--- src/rtl/rx_demixer_pkg.sv ---
// -----------------------------------------------------------------------------
// rx_demixer_pkg
// Shared definitions for the fs/4 receive demixer and its transmit twin:
//   SAMPLE_WIDTH    - default real/IQ sample width
//   phase_e         - fs/4 carrier phase encodings (+I, +Q, -I, -Q)
//   SAT_MAX/SAT_MIN - two's complement limits of a SAMPLE_WIDTH sample
// -----------------------------------------------------------------------------
package rx_demixer_pkg;

    localparam int SAMPLE_WIDTH = 18;

    // Carrier phase order matches the transmitter: +I, +Q, -I, -Q
    typedef enum logic [1:0] {
        PH_I_POS = 2'd0,
        PH_Q_POS = 2'd1,
        PH_I_NEG = 2'd2,
        PH_Q_NEG = 2'd3
    } phase_e;

    localparam logic signed [SAMPLE_WIDTH-1:0] SAT_MAX = {1'b0, {(SAMPLE_WIDTH-1){1'b1}}};
    localparam logic signed [SAMPLE_WIDTH-1:0] SAT_MIN = {1'b1, {(SAMPLE_WIDTH-1){1'b0}}};

endpackage

--- src/rtl/rx_demixer_sat_negate.sv ---
// -----------------------------------------------------------------------------
// sat_negate
// Combinational saturating two's complement negation. The single value that
// has no positive counterpart (the most negative code) maps to the most
// positive code instead of wrapping back to itself.
// Ports:
//   din  - signed input sample, WIDTH bits
//   dout - signed -din, clamped to the WIDTH-bit range
// -----------------------------------------------------------------------------
module sat_negate #(
    parameter int WIDTH = 18
) (
    input  logic signed [WIDTH-1:0] din,
    output logic signed [WIDTH-1:0] dout
);

    localparam logic signed [WIDTH-1:0] MOST_NEG = {1'b1, {(WIDTH-1){1'b0}}};
    localparam logic signed [WIDTH-1:0] MOST_POS = {1'b0, {(WIDTH-1){1'b1}}};

    // Plain negation everywhere except the most negative code, which would
    // otherwise overflow back to itself.
    always_comb begin
        if (din == MOST_NEG) begin
            dout = MOST_POS;
        end else begin
            dout = -din;
        end
    end

endmodule

--- src/rtl/rx_demixer.sv ---
// -----------------------------------------------------------------------------
// rx_demixer
// Receive-side fs/4 quadrature demixer. The real channel stream carries
// +I, +Q, -I, -Q in successive clk cycles; this block splits it back into
// separate I and Q streams with per-branch valid strobes. The phase counter
// is realigned by sym_clk_en exactly like the transmitter's, so a loopback
// needs no extra alignment.
// Ports:
//   clk          - system clock
//   reset_n      - asynchronous active-low reset
//   sym_clk_en   - symbol-rate strobe, realigns the phase counter
//   rx_channel   - signed received real sample, one per clk
//   phase_offset - static phase correction for channel delay (0..3)
//   clr_err      - synchronous clear of phase_err (a same-cycle set wins)
//   rx_inph      - registered recovered in-phase sample
//   rx_quad      - registered recovered quadrature sample
//   inph_valid   - rx_inph updated this cycle
//   quad_valid   - rx_quad updated this cycle
//   aligned      - at least one sym_clk_en seen since reset
//   phase_err    - sticky: a sym_clk_en arrived off the 4-sample grid
// -----------------------------------------------------------------------------
module rx_demixer
    import rx_demixer_pkg::*;
#(
    parameter int WIDTH     = SAMPLE_WIDTH,
    parameter bit HOLD_MODE = 1'b1
) (
    input  logic                    clk,
    input  logic                    reset_n,
    input  logic                    sym_clk_en,
    input  logic signed [WIDTH-1:0] rx_channel,
    input  logic [1:0]              phase_offset,
    input  logic                    clr_err,
    output logic signed [WIDTH-1:0] rx_inph,
    output logic signed [WIDTH-1:0] rx_quad,
    output logic                    inph_valid,
    output logic                    quad_valid,
    output logic                    aligned,
    output logic                    phase_err
);

    logic [1:0]              count_4;
    logic [1:0]              phase_sum;
    phase_e                  eff_phase;
    logic signed [WIDTH-1:0] neg_sample;
    logic signed [WIDTH-1:0] inph_next;
    logic signed [WIDTH-1:0] quad_next;
    logic                    inph_valid_next;
    logic                    quad_valid_next;
    logic                    err_next;

    sat_negate #(
        .WIDTH (WIDTH)
    ) u_sat_negate (
        .din  (rx_channel),
        .dout (neg_sample)
    );

    // The phase used for this cycle's sample is the counter value before its
    // update, rotated by the static offset. The 2-bit sum wraps mod 4.
    always_comb begin
        phase_sum = count_4 + phase_offset;
        eff_phase = phase_e'(phase_sum);
    end

    // Route the sample to its owning branch. The other branch either keeps
    // its last value or is zeroed, which models multiplying by the 0 of the
    // carrier on that phase.
    always_comb begin
        inph_next       = HOLD_MODE ? rx_inph : '0;
        quad_next       = HOLD_MODE ? rx_quad : '0;
        inph_valid_next = 1'b0;
        quad_valid_next = 1'b0;
        case (eff_phase)
            PH_I_POS: begin
                inph_next       = rx_channel;
                inph_valid_next = 1'b1;
            end
            PH_Q_POS: begin
                quad_next       = rx_channel;
                quad_valid_next = 1'b1;
            end
            PH_I_NEG: begin
                inph_next       = neg_sample;
                inph_valid_next = 1'b1;
            end
            PH_Q_NEG: begin
                quad_next       = neg_sample;
                quad_valid_next = 1'b1;
            end
        endcase
    end

    // A strobe is only judged once the counter has been aligned by an earlier
    // strobe; on-grid strobes arrive when the counter sits at 3. A new error
    // takes priority over a clear in the same cycle.
    always_comb begin
        err_next = phase_err;
        if (sym_clk_en && aligned && (count_4 != 2'd3)) begin
            err_next = 1'b1;
        end else if (clr_err) begin
            err_next = 1'b0;
        end
    end

    // All state registers, including the registered outputs.
    always_ff @(posedge clk or negedge reset_n) begin
        if (!reset_n) begin
            count_4    <= 2'd0;
            rx_inph    <= '0;
            rx_quad    <= '0;
            inph_valid <= 1'b0;
            quad_valid <= 1'b0;
            aligned    <= 1'b0;
            phase_err  <= 1'b0;
        end else begin
            count_4    <= sym_clk_en ? 2'd0 : count_4 + 2'd1;
            rx_inph    <= inph_next;
            rx_quad    <= quad_next;
            inph_valid <= inph_valid_next;
            quad_valid <= quad_valid_next;
            aligned    <= aligned | sym_clk_en;
            phase_err  <= err_next;
        end
    end

endmodule

--- config.mk ---
export PLATFORM = sky130hd
export DESIGN_NAME = rx_demixer
export DESIGN_NICKNAME = d
export VERILOG_FILES = /design/src/rtl/rx_demixer_pkg.sv /design/src/rtl/rx_demixer_sat_negate.sv /design/src/rtl/rx_demixer.sv
export SDC_FILE = /design/constraint.sdc
export NUM_CORES = 1
export LEC_CHECK = 0
export CAP_MARGIN = 20
export CORE_MARGIN = 10
export CORE_UTILIZATION = 50
export DETAILED_ROUTE_END_ITERATION = 10
export GPL_ROUTABILITY_DRIVEN = 0
export HOLD_SLACK_MARGIN = 0.03
export PLACE_DENSITY_LB_ADDON = 0.1
export SYNTH_ARGS = -nofsm -noshare
export SYNTH_HDL_FRONTEND = slang
export SYNTH_SLANG_ARGS = --single-unit
--- constraint.sdc ---
create_clock -name clk -period 4.4 [get_ports clk]
set_input_delay 0.66 -clock clk [delete_from_list [all_inputs] [get_ports clk]]
set_output_delay 0.66 -clock clk [all_outputs]
set_load 0.01 [all_outputs]
==> Yosys cells after proc, flatten, opt, wreduce, memory -nomap -nowiden <==
Index checks and enable logic that the tools add are counted.
{ "classes": {"bitwise": 1, "eq_ne": 5, "mux": 8, "reduce_logical": 8, "add_sub_neg": 3} }
{ "op_table": {"columns": ["op", "count"], "rows": [
  ["$pmux W18 S2", 2],
  ["$eq A18 B18 Y1 const B", 1],
  ["$mux W18", 1],
  ["$neg A18 Y18", 1],
  ["$reduce_bool A2 Y1", 3],
  ["$eq A2 B2 Y1 const B", 2],
  ["$mux W1", 4],
  ["$reduce_or A2 Y1", 2],
  ["$add A2 B1 Y2 const B", 1],
  ["$add A2 B2 Y2", 1],
  ["$eq A2 B1 Y1 const B", 1],
  ["$logic_and A1 B1 Y1", 2],
  ["$logic_not A2 Y1", 1],
  ["$mux W2", 1],
  ["$ne A2 B2 Y1 const B", 1],
  ["$or A1 B1 Y1", 1]
]} }
{ "totals": {"elab_cells": 32, "regBits": 42, "input_bits": 24} }

==> Depth between registers and ports, before layout <==
Gate-level depths: netlist (run 1).
{ "depth": {"word_depth": 4, "ltp_mapped": 7, "ltp_nobuf": 6} }

==> Cells and area by module <==
A second synthesis (run 1) with hierarchy kept.
{ "unflattened": {"hier_cells": 189, "area_unflattened_um2": 2184.6} }
{ "modules_own_cells": {"columns": ["module", "n_inst", "area_per_inst_um2", "cells_each"], "rows": [
  ["rx_demixer", 1, 1759.2, 122],
  ["sat_negate", 1, 425.4, 67]
]} }

==> Worst setup path after synthesis (run 1) <==
Ideal clock, no wire load.
{ "synth_path": {"kind": "input to register", "start": "input rx_channel[0]", "end": "register rx_inph[12]", "path_slack_ps": 1929, "n_path_buf": 1, "arrival_ps": 2336, "cell_stages": 7, "setup_ps": 135, "required_ps": 4265, "path_cell_list": "inv_1 ha_1 or4b_2 clkbuf_1 or4_1 a22oi_1 o31ai_1"} }
{ "synth_via": {"elab_chain_len": 3} }
{ "synth_rtl": {"columns": ["item", "line_no", "text"], "rows": [
  ["start, declared", "rx_demixer.sv:31", "input logic signed [WIDTH-1:0] rx_channel,"],
  ["$neg A18 Y18 or $eq A18 B18 Y1 (tied branches)", "rx_demixer_sat_negate.sv:26, rx_demixer_sat_negate.sv:23", null],
  ["$mux W18 *", "rx_demixer_sat_negate.sv:23", "if (din == MOST_NEG) begin"],
  ["$pmux W18 S2 *", "rx_demixer.sv:74", "case (eff_phase)"],
  ["end signal, assigned", "rx_demixer.sv:118", "rx_inph <= inph_next;"],
  ["end, declared", "rx_demixer.sv:34", "output logic signed [WIDTH-1:0] rx_inph,"]
]} }
Mark *: on every way between the ends. The rest lies on a longest branch, timed or not.
A chain may end at the register's enable or synchronous reset.

==> Worst setup path in the final report (run 1) <==
{ "layout_path": {"start": "input rx_channel[0]", "end": "register rx_quad[14]"} }
{ "layout_via": {"elab_chain_len": 3} }
{ "layout_rtl": {"columns": ["item", "line_no", "text"], "rows": [
  ["$neg A18 Y18 or $eq A18 B18 Y1 (tied branches)", "rx_demixer_sat_negate.sv:26, rx_demixer_sat_negate.sv:23", null],
  ["$mux W18 *", "rx_demixer_sat_negate.sv:23", null],
  ["$pmux W18 S2 *", "rx_demixer.sv:74", null],
  ["end signal, assigned", "rx_demixer.sv:119", "rx_quad <= quad_next;"],
  ["end, declared", "rx_demixer.sv:35", "output logic signed [WIDTH-1:0] rx_quad,"]
]} }
Marked as above.

==> results of run 1 <==
==> cell type report <==
type                       count  area share
tap                           52      0.0214
clock inverter                 2      0.0124
timing repair buffer          68       0.218
inverter                       8     0.00989
clock buffer                   6      0.0239
sequential                    42       0.346
multi-input combinational    173       0.368
==> cell usage in the layout, fill, tap and decap left out, drive strengths merged, types with 7 or more instances in the layout <==
master	instances
a21oi	9
a31oi	9
clkdlybuf4s50	62
dfrtp	42
inv	8
nand2	25
nor2	15
nor3	7
o21ai	11
o31ai	17
o41ai	9
or3	7
==> sequential cells by signal, summed over array words and instances (netlist names) <==
signal,flops
rx_inph,18
rx_quad,18
count_4,2
aligned,1
inph_valid,1
phase_err,1
quad_valid,1
==> cell usage after synthesis, drive strengths merged (4+ instances only) <==
cell    number
o41ai        9
inv          8
or2          4
or3          7
nor2        15
nor3         7
and2         4
a211oi       5
o21ai       11
dfrtp       42
a31oi        9
o311ai       5
clkbuf      18
nor2b        5
o31ai       17
a21oi        9
a311oi       6
nand2       25
==> metrics by stage <==
step                      total power, mW  instance area (um2)  instances  setup slack (ns)
after floorplan                     0.749                 2290        244              1.93
after global placement               1.01                 2930        343              1.35
after detailed placement             1.01                 2930        343              1.30
after CTS                            1.32                 3040        351              1.62
after global routing                 1.39                 3040        351              1.45
final                                1.31                 3040        351              1.62
==> layer usage <==
metal | part of all wire | routed length (um)
met5 | 0 | 0
met4 | 0.018 | 117
met3 | 0.098 | 621
met2 | 0.46 | 2930
met1 | 0.42 | 2680
==> power by group through the flow <==
| stage | Clock, mW | Sequential [mW] | Combinational, mW |
|---|---|---|---|
| 2_1_floorplan | 0 | 0.568 | 0.181 |
| 3_5_place_dp | 0 | 0.530 | 0.483 |
| 6_report | 0.310 | 0.522 | 0.481 |
| 4_1_cts | 0.311 | 0.524 | 0.487 |
| 5_1_grt | 0.328 | 0.534 | 0.532 |
| 3_3_place_gp | 0 | 0.527 | 0.478 |
==> cell families after synthesis <==
family,after synthesis,synth area share
AOI/OAI and AO/OA,86,0.273
xor gates and xnor gates,3,0.0181
adders and majority gates,3,0.0164
buffers and inverters,29,0.0520
DFF,42,0.460
muxes,1,0.00438
and+or+nand+nor,80,0.177
==> worst paths after layout <==
path	from	end	slack [ns]	depth (start not counted)
worst min register to register	rx_quad[7]$_DFFE_PN0P_	rx_quad[7]$_DFFE_PN0P_	0.49	2
worst min-delay path	reset_n	inph_valid$_DFF_PN0_	0.49	1
worst max-delay path	rx_channel[0]	rx_quad[14]$_DFFE_PN0P_	1.62	7
min in group clk	rx_quad[7]$_DFFE_PN0P_	rx_quad[7]$_DFFE_PN0P_	0.49	2
worst max register to register	count_4[0]$_DFF_PN0_	rx_inph[12]$_DFFE_PN0P_	2.01	5
max in group asynchronous	reset_n	rx_quad[16]$_DFFE_PN0P_	3.33	1
==> results.rst, run 1 <==
.. list-table::
   :header-rows: 1

   * - Metric
     - Value
   * - Classification of the worst-slack hold path
     - input port to async pin
   * - Yosys warning count
     - 0
   * - Synthesized Nets
     - around 270
   * - Required @ worst endpoint
     - ~4.6 ns
   * - Clock Tree Root
     - sky130_fd_sc_hd__clkbuf_8
   * - Pint
     - 896 uW
   * - Area taken by flip-flops and latches
     - 1050 um2
   * - Synth cell types
     - 45
   * - Endpoint type of the worst setup path
     - flip-flop
   * - Highest ir drop seen on vdd
     - approximately 0.25 mV
   * - Sw Ratio
     - 0.318
   * - Vias after detailed routing
     - ~2200
   * - Grt met3 use
     - 0.0576
   * - Kind of cell adding the most delay to the critical path
     - simple AND/OR/NAND/NOR gates
   * - Number of I/O pins
     - between 60 and 70
   * - Count of filler cells inserted in the layout
     - 378
   * - Initial antenna violation count
     - 0
   * - Number of placement rows
     - 24
   * - Largest net degree at the start of global routing
     - 50
   * - Biggest area contributors in the synthesized netlist
     - sky130_fd_sc_hd__dfrtp_1 (46%), sky130_fd_sc_hd__o31ai_1 (5.6%), sky130_fd_sc_hd__nand2_1 (4.1%), sky130_fd_sc_hd__o41ai_1 (3.4%), sky130_fd_sc_hd__clkbuf_1 (3.0%)
   * - Critical path peak fanout
     - 13
   * - Clk sink count
     - 42
   * - Combined buffer and inverter count along the critical path
     - 2
   * - Largest stage delay on the critical path
     - 0.76 ns
   * - Share of the core filled with cells
     - 0.693
   * - Share of total power in the clock network
     - 0.236
   * - Post-route DRC
     - 0
   * - Part of the power in combinational logic
     - 0.366
   * - Crit path arrival time
     - 2.94 ns
   * - Average routed wire per standard cell
     - between 15 and 20 um
   * - Global-route usage over all layers
     - 0.168
   * - Share of synthesized area occupied by flip-flops and latches
     - 0.460
   * - Initial standard-cell utilization of the core
     - 0.522
   * - Count of pins over their slew limit
     - 0
   * - Maximum clock path buffer count
     - 2
   * - Final worst path period share
     - 0.633
   * - Cell leakage power
     - between 1 and 1.5 nW
   * - Worst Max-Slew Pin Slew
     - slightly above 1 ns
   * - Class of the most critical setup path
     - input port to flip-flop
   * - Post-cts resize count
     - 0
   * - Number of buffers added by the clock tree synthesis step
     - 5
   * - Fraction of synthesis flops using an asynchronous set or reset pin
     - 1.00
   * - Clock slew at reported path FFs
     - ~0.090 ns
   * - Area share of the largest cell type after synthesis
     - 0.460
   * - Fraction of layout instances using a drive strength above 1
     - 0.0702
   * - Diode count
     - 0
   * - Number of enable-type register cells in the synthesized netlist
     - 0
   * - Pwr dens
     - roughly 430 nW/um2
   * - Number of nets with antenna violations after routing
     - 0
   * - Run status
     - finished, final reports clean
   * - Busiest metal layer after global routing
     - met2
   * - Area of the mapped netlist
     - roughly 2300 um2
   * - Via-per-instance ratio
     - around 6.3
   * - Instance count of the mapped netlist
     - between 200 and 250
   * - Aggregate global routing overflow
     - 0
   * - Final worst clock skew
     - 0.00674 ns
   * - Via count of the first global-routing pass
     - between 2000 and 2500
   * - Hold Slack
     - between 0.4 and 0.5 ns
   * - Final hold viol count
     - 0
   * - Latest clock arrival within the worst-skew pair
     - approximately 0.30 ns
   * - Final setup violation count
     - 0
   * - Number of levels the H-tree was split into
     - 2
   * - Input/output buffers
     - 63
   * - Peak clock frequency supported by timing
     - ~360 MHz
   * - Post-detailed-routing wire length
     - 6350 um
   * - Clock tree from TritonCTS
     - yes
   * - Mean post-synth cell area
     - 9.37 um2
   * - Switching power of the nets
     - 418 uW
   * - Critical-path cell list
     - clkdlybuf4s50_1 > inv_1 > ha_1 > or4b_2 > or3_1 > o32ai_1 > o31ai_1
   * - Final setup TNS
     - 0 ns
   * - Met2 Use GR
     - 0.262
   * - Number of search-and-repair iterations in the first detailed-routing pass
     - 6
   * - Number of synthesized register bits
     - 42
   * - Die Footprint
     - 7680 um2
   * - Cell accounting for the most synthesized area
     - sky130_fd_sc_hd__dfrtp_1
   * - Horizontal extent of the die
     - 87.6 um
   * - DR iter-0 viols
     - ~150
   * - Final net count
     - between 300 and 400
   * - Sequential fraction of design power
     - 0.398
   * - Unrepaired setup endpoints after global routing
     - false
   * - Dpl hpwl
     - around 4500 um
   * - Die height
     - around 88 um
   * - Core box area
     - approximately 4400 um2
   * - Setup bufs post-CTS
     - 0
   * - Synth Flop Type
     - sky130_fd_sc_hd__dfrtp_1
   * - Type of element launching the critical path
     - input port
   * - Number of hold buffers added after cts
     - 0
   * - Minimum clock period after layout
     - approximately 2.8 ns
   * - Fraction of met1 tracks used by global routing
     - 0.214
   * - Maximum capacitance violations
     - 0
   * - Multi-input gate area
     - around 1100 um2
   * - First-pass GRT wire length
     - between 10000 and 15000 um
   * - Max-Slew Margin vs Limit
     - 0.323
   * - Cell with the biggest individual delay on the critical path
     - sky130_fd_sc_hd__or4b_2
   * - Layout overhead on the synthesized area
     - 32.8%
No activity file was read; power rests on OpenSTA's default activity.
==> run 2: changes to the inputs <==
- CORE_UTILIZATION: 50 -> 43
- clock period: 4.4 -> 2.5 ns (I/O delays scaled with it)
==> results.rst, run 2 (synthesis gave the netlist of run 1 again) <==
.. list-table::
   :header-rows: 1

   * - Metric
     - Value
   * - Minimum clock period after layout
     - approximately 2.3 ns
   * - Highest ir drop seen on vdd
     - 0.388 mV
   * - Diode count
     - 0
   * - Die Footprint
     - 8640 um2
   * - Commonest cells after routing, fill and taps aside
     - sky130_fd_sc_hd__clkdlybuf4s50_1 (62), sky130_fd_sc_hd__dfrtp_1 (42), sky130_fd_sc_hd__buf_4 (30)
   * - First-pass GRT wire length
     - between 10000 and 15000 um
   * - Post-detailed-routing wire length
     - 6560 um
   * - Fraction of layout instances using a drive strength above 1
     - 0.153
   * - Cell with the biggest individual delay on the critical path
     - sky130_fd_sc_hd__or4_4
   * - Largest registers
     - rx_inph: 18 flops, rx_quad: 18 flops, count_4: 2 flops
   * - Via count of the first global-routing pass
     - 2254
   * - Setup slack after layout
     - about 0.24 ns
   * - Die height
     - 92.9 um
   * - Number of placement rows
     - 26
   * - Number of search-and-repair iterations in the first detailed-routing pass
     - 4
   * - Run status
     - finished, final reports clean
   * - DP Cell Count
     - approximately 390
   * - Clk sink count
     - 42
   * - Pre-CTS setup slack
     - -0.244 ns
   * - Cell leakage power
     - approximately 1.3 nW
   * - Multi-input gate area
     - between 1000 and 1500 um2
   * - Final setup violation count
     - 0
   * - Initial antenna violation count
     - 0
   * - Count of filler cells inserted in the layout
     - 468
   * - Type of element launching the critical path
     - input port
   * - Classification of the worst-slack hold path
     - input port to async pin
   * - Largest stage delay on the critical path
     - 0.55 ns
   * - Core box area
     - just over 5000 um2
   * - Clock tree from TritonCTS
     - yes
   * - Largest net degree at the start of global routing
     - 50
   * - Global-route usage over all layers
     - 0.159
   * - Number of nets with antenna violations after routing
     - 0
   * - Horizontal extent of the die
     - slightly above 90 um
   * - Unrepaired setup endpoints after global routing
     - false
   * - Required @ worst endpoint
     - roughly 2.7 ns
   * - Count of pins over their slew limit
     - 0
   * - Hold Slack
     - 0.198 ns
   * - Maximum clock path buffer count
     - 2
   * - Number of hold buffers added after cts
     - 0
   * - Endpoint type of the worst setup path
     - flip-flop
   * - Via-per-instance ratio
     - 5.63
   * - Final net count
     - about 350
   * - Average routed wire per standard cell
     - around 17 um
   * - Dpl hpwl
     - 4910 um
   * - Depth of the worst register-to-register path
     - 6
   * - Initial standard-cell utilization of the core
     - 0.445
   * - Crit path arrival time
     - about 2.5 ns
   * - Max-Slew Margin vs Limit
     - 0.392
   * - Maximum capacitance violations
     - 0
   * - Number of buffers added by the clock tree synthesis step
     - 5
   * - Clock Tree Root
     - sky130_fd_sc_hd__clkbuf_8
   * - Worst Max-Slew Pin Slew
     - 0.912 ns
   * - Clock slew at reported path FFs
     - about 0.090 ns
   * - DR iter-0 viols
     - around 190
   * - Vias after detailed routing
     - ~2200
   * - Layout overhead on the synthesized area
     - 45.2%
   * - Final worst clock skew
     - 0.00702 ns
   * - Critical-path cell list
     - clkdlybuf4s50_1 > or4_4 > or3_1 > o311a_1 > o31ai_1
   * - Non-filler cells in the finished layout
     - about 400
   * - Input/output buffers
     - 63
   * - Number of I/O pins
     - 64
   * - Area taken by flip-flops and latches
     - about 1100 um2
   * - Final hold viol count
     - 0
   * - Class of the most critical setup path
     - input port to flip-flop
   * - Pwr dens
     - ~740 nW/um2
   * - Peak clock frequency supported by timing
     - around 440 MHz
   * - Number of levels the H-tree was split into
     - 2
   * - Latest clock arrival within the worst-skew pair
     - around 0.30 ns
   * - Critical path peak fanout
     - 4
   * - Final worst path period share
     - 0.904
   * - Post-route DRC
     - 0
   * - Commonest non-fill, non-tap cell in the layout
     - sky130_fd_sc_hd__clkdlybuf4s50_1
   * - Aggregate global routing overflow
     - 0
## run 2: metrics by stage
stage	setup TNS [ns]	util	area, um2	total power, mW
after floorplan	0	-	2290	1.32
after CTS	0	0.645	3310	2.48
after global routing	0	0.646	3320	2.62
after detailed placement	-4.38	0.618	3180	1.83
after global placement	-3.20	0.618	3180	1.82
final	0	0.646	3320	2.45
## run 2: critical path, delay by kind of cell
| kind | cells | cell delay (ns) |
|---|---|---|
| buf+inv | 1 | 0.44 |
| simple gates | 2 | 1.01 |
| compound gates | 2 | 0.63 |
## run 2: power by group
group          internal [mW]  switching, mW
Sequential             0.834         0.0834
Combinational          0.481          0.409
Clock                  0.400          0.245
Total                   1.72          0.737
## run 2: area by class of cell
class / count / share of cell area
Clock buffer: 5 / 0.0207
Clock inverter: 3 / 0.0207
Inverter: 8 / 0.00904
Multi-Input combinational cell: 173 / 0.338
Sequential cell: 42 / 0.317
Tap cell: 70 / 0.0264
Timing Repair Buffer: 95 / 0.268
## run 2: what timing repair did
action | 4_1_cts | 5_1_grt
resized for setup | 0 | 2
setup buffers | 0 | 0
setup endpoints to repair | 0 | 19
## run 2: routing by layer
metal	track usage	up-vias	wire, um	share of wire
met5	0	-	0	0
met4	0.0386	0	59	0.0090
met3	0.0613	4	495	0.075
met2	0.245	55	3090	0.47
met1	0.203	1077	2910	0.44
li1	-	1095	-	-
## run 2: path summary, 6_finish.rpt
kind                                      start                       to  slack [ns]
min                                     reset_n     inph_valid$_DFF_PN0_        0.20
min reg2reg                count_4[0]$_DFF_PN0_     count_4[0]$_DFF_PN0_        0.46
min in group clk           count_4[0]$_DFF_PN0_     count_4[0]$_DFF_PN0_        0.46
max reg2reg                count_4[0]$_DFF_PN0_  rx_inph[15]$_DFFE_PN0P_        0.76
max                               rx_channel[6]  rx_quad[13]$_DFFE_PN0P_        0.24
max in group asynchronous               reset_n   rx_inph[9]$_DFFE_PN0P_        1.72
